### src/rtl/axi4_lite_master_engine.sv
// axi4_lite_master_engine
//   AXI4-Lite master. Each single-cycle WR_START or RD_START request becomes
//   one complete AXI transaction: AW/W/B for a write, AR/R for a read.
//   Only one transaction is in flight at a time. A busy-cycle timeout aborts
//   the transaction if the slave hangs.
//
// Ports
//   clk, reset                  clock, asynchronous active-high reset
//   WR_START/ADDR/DATA/STRB     write request, sampled while IDLE
//   RD_START/ADDR               read request, sampled while IDLE
//                               (a write wins when both starts arrive together)
//   IDLE                        high when a new start will be accepted
//   RESP_VALID/DATA/CODE        one-cycle completion pulse, read data, response code
//   TIMED_OUT                   qualifies RESP_VALID when the transaction was aborted
//   AXI_*                       AXI4-Lite master channels AW, W, B, AR, R
//
// state    | meaning
// S_IDLE   | waiting for a start request
// S_WRITE  | AW and W in flight, each tracked on its own
// S_WAIT_B | BREADY high, waiting for the write response
// S_READ   | ARVALID high, waiting for ARREADY
// S_WAIT_R | RREADY high, waiting for read data
module axi4_lite_master_engine #(
  parameter int AXI_DATA_WIDTH = 32,
  parameter int AXI_ADDR_WIDTH = 32,
  parameter int TIMEOUT_CYCLES = 1024
) (
  input  logic                          clk,
  input  logic                          reset,
  input  logic                          WR_START,
  input  logic [AXI_ADDR_WIDTH-1:0]     WR_ADDR,
  input  logic [AXI_DATA_WIDTH-1:0]     WR_DATA,
  input  logic [AXI_DATA_WIDTH/8-1:0]   WR_STRB,
  input  logic                          RD_START,
  input  logic [AXI_ADDR_WIDTH-1:0]     RD_ADDR,
  output logic                          IDLE,
  output logic                          RESP_VALID,
  output logic [AXI_DATA_WIDTH-1:0]     RESP_DATA,
  output logic [1:0]                    RESP_CODE,
  output logic                          TIMED_OUT,
  output logic [AXI_ADDR_WIDTH-1:0]     AXI_AWADDR,
  output logic                          AXI_AWVALID,
  input  logic                          AXI_AWREADY,
  output logic [AXI_DATA_WIDTH-1:0]     AXI_WDATA,
  output logic [AXI_DATA_WIDTH/8-1:0]   AXI_WSTRB,
  output logic                          AXI_WVALID,
  input  logic                          AXI_WREADY,
  input  logic [1:0]                    AXI_BRESP,
  input  logic                          AXI_BVALID,
  output logic                          AXI_BREADY,
  output logic [AXI_ADDR_WIDTH-1:0]     AXI_ARADDR,
  output logic                          AXI_ARVALID,
  input  logic                          AXI_ARREADY,
  input  logic [AXI_DATA_WIDTH-1:0]     AXI_RDATA,
  input  logic [1:0]                    AXI_RRESP,
  input  logic                          AXI_RVALID,
  output logic                          AXI_RREADY
);

  localparam int SW = AXI_DATA_WIDTH / 8;
  localparam int CW = (TIMEOUT_CYCLES > 1) ? $clog2(TIMEOUT_CYCLES + 1) : 1;
  localparam logic [CW-1:0] TO_LAST = CW'((TIMEOUT_CYCLES > 0) ? TIMEOUT_CYCLES - 1 : 0);
  localparam logic [CW-1:0] CNT_MAX = {CW{1'b1}};

  typedef enum logic [2:0] {S_IDLE, S_WRITE, S_WAIT_B, S_READ, S_WAIT_R} state_t;

  state_t                state_q;
  logic [AXI_ADDR_WIDTH-1:0] awaddr_q, araddr_q;
  logic [AXI_DATA_WIDTH-1:0] wdata_q, resp_data_q;
  logic [SW-1:0]         wstrb_q;
  logic                  awvalid_q, wvalid_q, bready_q, arvalid_q, rready_q;
  logic                  resp_valid_q, timed_out_q;
  logic [1:0]            resp_code_q;
  logic [CW-1:0]         tmo_cnt_q, tmo_cnt_d;
  logic                  tmo_hit;

  // tmo_cnt_q holds busy cycles already completed, so the abort fires at the
  // edge that closes the TIMEOUT_CYCLES-th busy cycle.
  always_comb begin
    tmo_cnt_d = tmo_cnt_q;
    tmo_hit   = 1'b0;
    if (TIMEOUT_CYCLES > 0 && state_q != S_IDLE) begin
      if (tmo_cnt_q != CNT_MAX) tmo_cnt_d = tmo_cnt_q + 1'b1;
      tmo_hit = (tmo_cnt_q == TO_LAST);
    end
  end

  always_ff @(posedge clk or posedge reset) begin
    if (reset) begin
      state_q      <= S_IDLE;
      awaddr_q     <= '0;
      araddr_q     <= '0;
      wdata_q      <= '0;
      wstrb_q      <= '0;
      awvalid_q    <= 1'b0;
      wvalid_q     <= 1'b0;
      bready_q     <= 1'b0;
      arvalid_q    <= 1'b0;
      rready_q     <= 1'b0;
      resp_valid_q <= 1'b0;
      timed_out_q  <= 1'b0;
      resp_code_q  <= 2'b00;
      resp_data_q  <= '0;
      tmo_cnt_q    <= '0;
    end else begin
      resp_valid_q <= 1'b0;
      timed_out_q  <= 1'b0;
      tmo_cnt_q    <= tmo_cnt_d;
      if (tmo_hit) begin
        // Abort outranks any handshake completing in this same cycle.
        awvalid_q    <= 1'b0;
        wvalid_q     <= 1'b0;
        bready_q     <= 1'b0;
        arvalid_q    <= 1'b0;
        rready_q     <= 1'b0;
        resp_valid_q <= 1'b1;
        timed_out_q  <= 1'b1;
        resp_code_q  <= 2'b10;
        resp_data_q  <= '0;
        tmo_cnt_q    <= '0;
        state_q      <= S_IDLE;
      end else begin
        case (state_q)
          S_IDLE: begin
            tmo_cnt_q <= '0;
            if (WR_START) begin
              awaddr_q  <= WR_ADDR;
              wdata_q   <= WR_DATA;
              wstrb_q   <= WR_STRB;
              awvalid_q <= 1'b1;
              wvalid_q  <= 1'b1;
              state_q   <= S_WRITE;
            end else if (RD_START) begin
              araddr_q  <= RD_ADDR;
              arvalid_q <= 1'b1;
              state_q   <= S_READ;
            end
          end
          S_WRITE: begin
            if (awvalid_q && AXI_AWREADY) awvalid_q <= 1'b0;
            if (wvalid_q && AXI_WREADY)   wvalid_q  <= 1'b0;
            // Each channel is done if it already dropped or is handshaking now.
            if ((!awvalid_q || AXI_AWREADY) && (!wvalid_q || AXI_WREADY)) begin
              bready_q <= 1'b1;
              state_q  <= S_WAIT_B;
            end
          end
          S_WAIT_B: begin
            if (AXI_BVALID) begin
              bready_q     <= 1'b0;
              resp_valid_q <= 1'b1;
              resp_code_q  <= AXI_BRESP;
              resp_data_q  <= '0;
              tmo_cnt_q    <= '0;
              state_q      <= S_IDLE;
            end
          end
          S_READ: begin
            if (AXI_ARREADY) begin
              arvalid_q <= 1'b0;
              rready_q  <= 1'b1;
              state_q   <= S_WAIT_R;
            end
          end
          S_WAIT_R: begin
            if (AXI_RVALID) begin
              rready_q     <= 1'b0;
              resp_valid_q <= 1'b1;
              resp_code_q  <= AXI_RRESP;
              resp_data_q  <= AXI_RDATA;
              tmo_cnt_q    <= '0;
              state_q      <= S_IDLE;
            end
          end
          default: state_q <= S_IDLE;
        endcase
      end
    end
  end

  assign IDLE        = (state_q == S_IDLE);
  assign RESP_VALID  = resp_valid_q;
  assign RESP_DATA   = resp_data_q;
  assign RESP_CODE   = resp_code_q;
  assign TIMED_OUT   = timed_out_q;
  assign AXI_AWADDR  = awaddr_q;
  assign AXI_AWVALID = awvalid_q;
  assign AXI_WDATA   = wdata_q;
  assign AXI_WSTRB   = wstrb_q;
  assign AXI_WVALID  = wvalid_q;
  assign AXI_BREADY  = bready_q;
  assign AXI_ARADDR  = araddr_q;
  assign AXI_ARVALID = arvalid_q;
  assign AXI_RREADY  = rready_q;

endmodule

### config.mk
export PLATFORM = sky130hd
export DESIGN_NAME = axi4_lite_master_engine
export DESIGN_NICKNAME = d
export VERILOG_FILES = /design/src/rtl/axi4_lite_master_engine.sv
export SDC_FILE = /design/constraint.sdc
export NUM_CORES = 1
export LEC_CHECK = 0
export CAP_MARGIN = 20
export CORE_MARGIN = 3
export CORE_UTILIZATION = 35
export CTS_CLUSTER_SIZE = 20
export DETAILED_ROUTE_END_ITERATION = 6
export DONT_BUFFER_PORTS = 1
export GPL_TIMING_DRIVEN = 1
export PLACE_DENSITY_LB_ADDON = 0.2
export SYNTH_ARGS = -nofsm -noshare
export SYNTH_HDL_FRONTEND = slang
export SYNTH_SLANG_ARGS = --single-unit
### constraint.sdc
create_clock -name clk -period 13.5 [get_ports clk]
set_input_delay 1.35 -clock clk [delete_from_list [all_inputs] [get_ports clk]]
set_output_delay 1.35 -clock clk [all_outputs]
set_load 0.05 [all_outputs]
==> flow_summary.ini <==
[outcome]
outcome = completed

[synthesis]
yosys_warnings = 0
yosysMostFrequentCell = dfrtp_1
synth_edf_count = 0
syn_inst = 447
ys.flop_type = dfrtp_1
synth_top_area_cell = dfrtp_1
synthAdderAreaFrac = 0.00200
avgSynthCellArea_sq_um = 14.0
synth_top_family_by_area = multiplexers
synth_top_area_share = 0.621
synthMuxAreaShare = 0.191
synth_commonest_cells = 155 x dfrtp_1, 91 x mux2_2, 48 x nor2_1
ys_top_cells_by_area = dfrtp_1 62%, mux2_2 16%, a22oi_1 3.8%
synth_area_sq_um = 6240
synth_compound_area_frac = 0.0679
yosys.area_share.simple = 0.0788
synth_fp_nets = 593
synth-seq-cells = 155
synth-async-reset-ratio = 1.00
seq_area_frac_synth = 0.621
yosysUniqueCellTypes = 49
synth_xor_xnor_area_share = 0.00421

[place]
io_buffers = 0
place_inst = 649
hpwlAfterDp_um = 10300
gp_congestion = 0.715
place_worst_setup_slack_ps = 10580

[critical_path]
r2r-end = AXI_AWADDR[28]
r2r_cells = 5
crit_start = state_q[0]
cp.required_ps = 12150
end_kind = output port
cp_data_arrival_time_ps = 1760
crit-reg2reg-launch = state_q[0]
cp-endpoint = IDLE
start_kind = register
crit_fanout = 13
rrSetupSlack_ps = 10670
path_class = reg2out

[floorplan]
ioPinCount = 287
die_y_um = 140
core_sq_um = 17400
die-width_um = 140
die_area_sq_um = 19500
row_count = 48
initial_utilization = 0.360

[sta]
finalSetupViolCount = 0
rsz0062_at_grt = false
worst_pin_slew_ps = 867
finalHoldViolCount = 0
tns_ps = 0
fin_crit_sh = 0.230
slew_headroom = 0.422
worst_slack_ps = 10390
finClkSkew_ps = 6.86
fmax_mhz = 322
maxSlewViolCount = 0
fin_crit_ps = 3110

[clocking]
ctsRootBufferMaster = clkbuf_16
htreeDepth = 4
hold_buffers = 0
clockBufferDepth = 2
path_clk_slew_ps = 70
tritoncts = built
cts_buffers = 17
post_cts_buffers = 0
clk_latency_ps = 410
cts_sinks = 155
cts_resized = 0

[route]
drcViolationCount = 0
firstDrtPassIters = 4
vias = 3555
wl_per_cell_um = 20.4
viasPerCell = 5.20
routed_wl_um = 13900
drtAntennaViolNets = 0
drtIter0Drc = 174

[grt]
grt-ovfl-total = 0
grt.total_usage = 0.142
antenna_found_initial = 2
grt_start_max_net_pins = 81
grt_pass1_wl_um = 21700
grt_pass1_vias = 3815

[job]
max_cap_violations = 0

[cells_and_area]
n_antenna_cell = 0
drive_gt1_frac = 0.323
nets = 591
synthToLayoutAreaGrowth_pct = 12.3
fin_cells = 683
final_core_util = 0.404
nFillCells = 1632

[min_path]
hold_class = reg2reg
[state kept, by name, summed over array words and instances (netlist names), 2 cells and up]
name and count:
AXI_ARADDR 32, AXI_AWADDR 32, AXI_WDATA 32, AXI_WSTRB 4, RESP_CODE 2, RESP_DATA 32
state_q 3, tmo_cnt_q 11
[layout by cell type (no fill, tap or decap), drive strengths merged, types with 5 or more instances in the layout]
master    n
buf       5
dfrtp   155
clkbuf   19
inv      11
mux2    102
nor2     48
nand3     5
nand2     8
a22oi    32
a21oi     9
o21ai     6
and3      6
nor3      6
[worst max-delay path, cell delays in order (launching register included)]
cell and delay [ps]:
dfrtp_1 520, or3_4 470, inv_2 360
[per-layer routing]
layer	vias to the layer above	track usage	part of all wire
met1	1745	0.163	0.38
li1	1582	-	-
met3	11	0.0749	0.11
met4	4	0.0372	0.0091
met5	-	0	0.0019
met2	213	0.234	0.50
[worst min path at each step]
stage | start | end | slack, ps | cells after the start
floorplan | tmo_cnt_q[9] | tmo_cnt_q[9] | 480 | 1
global placement | tmo_cnt_q[9] | tmo_cnt_q[9] | 510 | 1
detailed placement | tmo_cnt_q[9] | tmo_cnt_q[9] | 520 | 1
CTS | tmo_cnt_q[9] | tmo_cnt_q[9] | 540 | 1
global route | tmo_cnt_q[9] | tmo_cnt_q[9] | 580 | 1
finish | tmo_cnt_q[9] | tmo_cnt_q[9] | 530 | 1
[area by class of cell]
class | instances | area (sq um) | share of cell area
inverter | 5 | 23.8 | 0.00339
sequential | 155 | 3880 | 0.553
clock buffer | 19 | 453 | 0.0646
clock inverter | 13 | 158 | 0.0225
multi-input combinational | 261 | 2150 | 0.307
timing repair buffer | 5 | 65.1 | 0.00928
tap | 225 | 282 | 0.0402
[cell families (layout without fill, tap and decap cells)]
family                   Yosys count  count (layout)
AND/OR/NAND/NOR                   91              91
XOR/XNOR                           3               3
adder cells (fa/ha/maj)            1               1
AO/OA/AOI/OAI                     61              61
multiplexers                     105             105
buffers and inverters             31              42
flip-flops                       155             155
[stage by stage]
step	hold WS (ps)	instance area (sq um)
2_1_floorplan	485	6240
3_3_place_gp	507	6360
3_5_place_dp	524	6360
4_1_cts	536	6970
5_1_grt	575	7010
6_report	534	7010
Power is left out: the tool's default activity adds up to more than one toggle a clock period on the data nets, which glitch-free logic cannot reach.
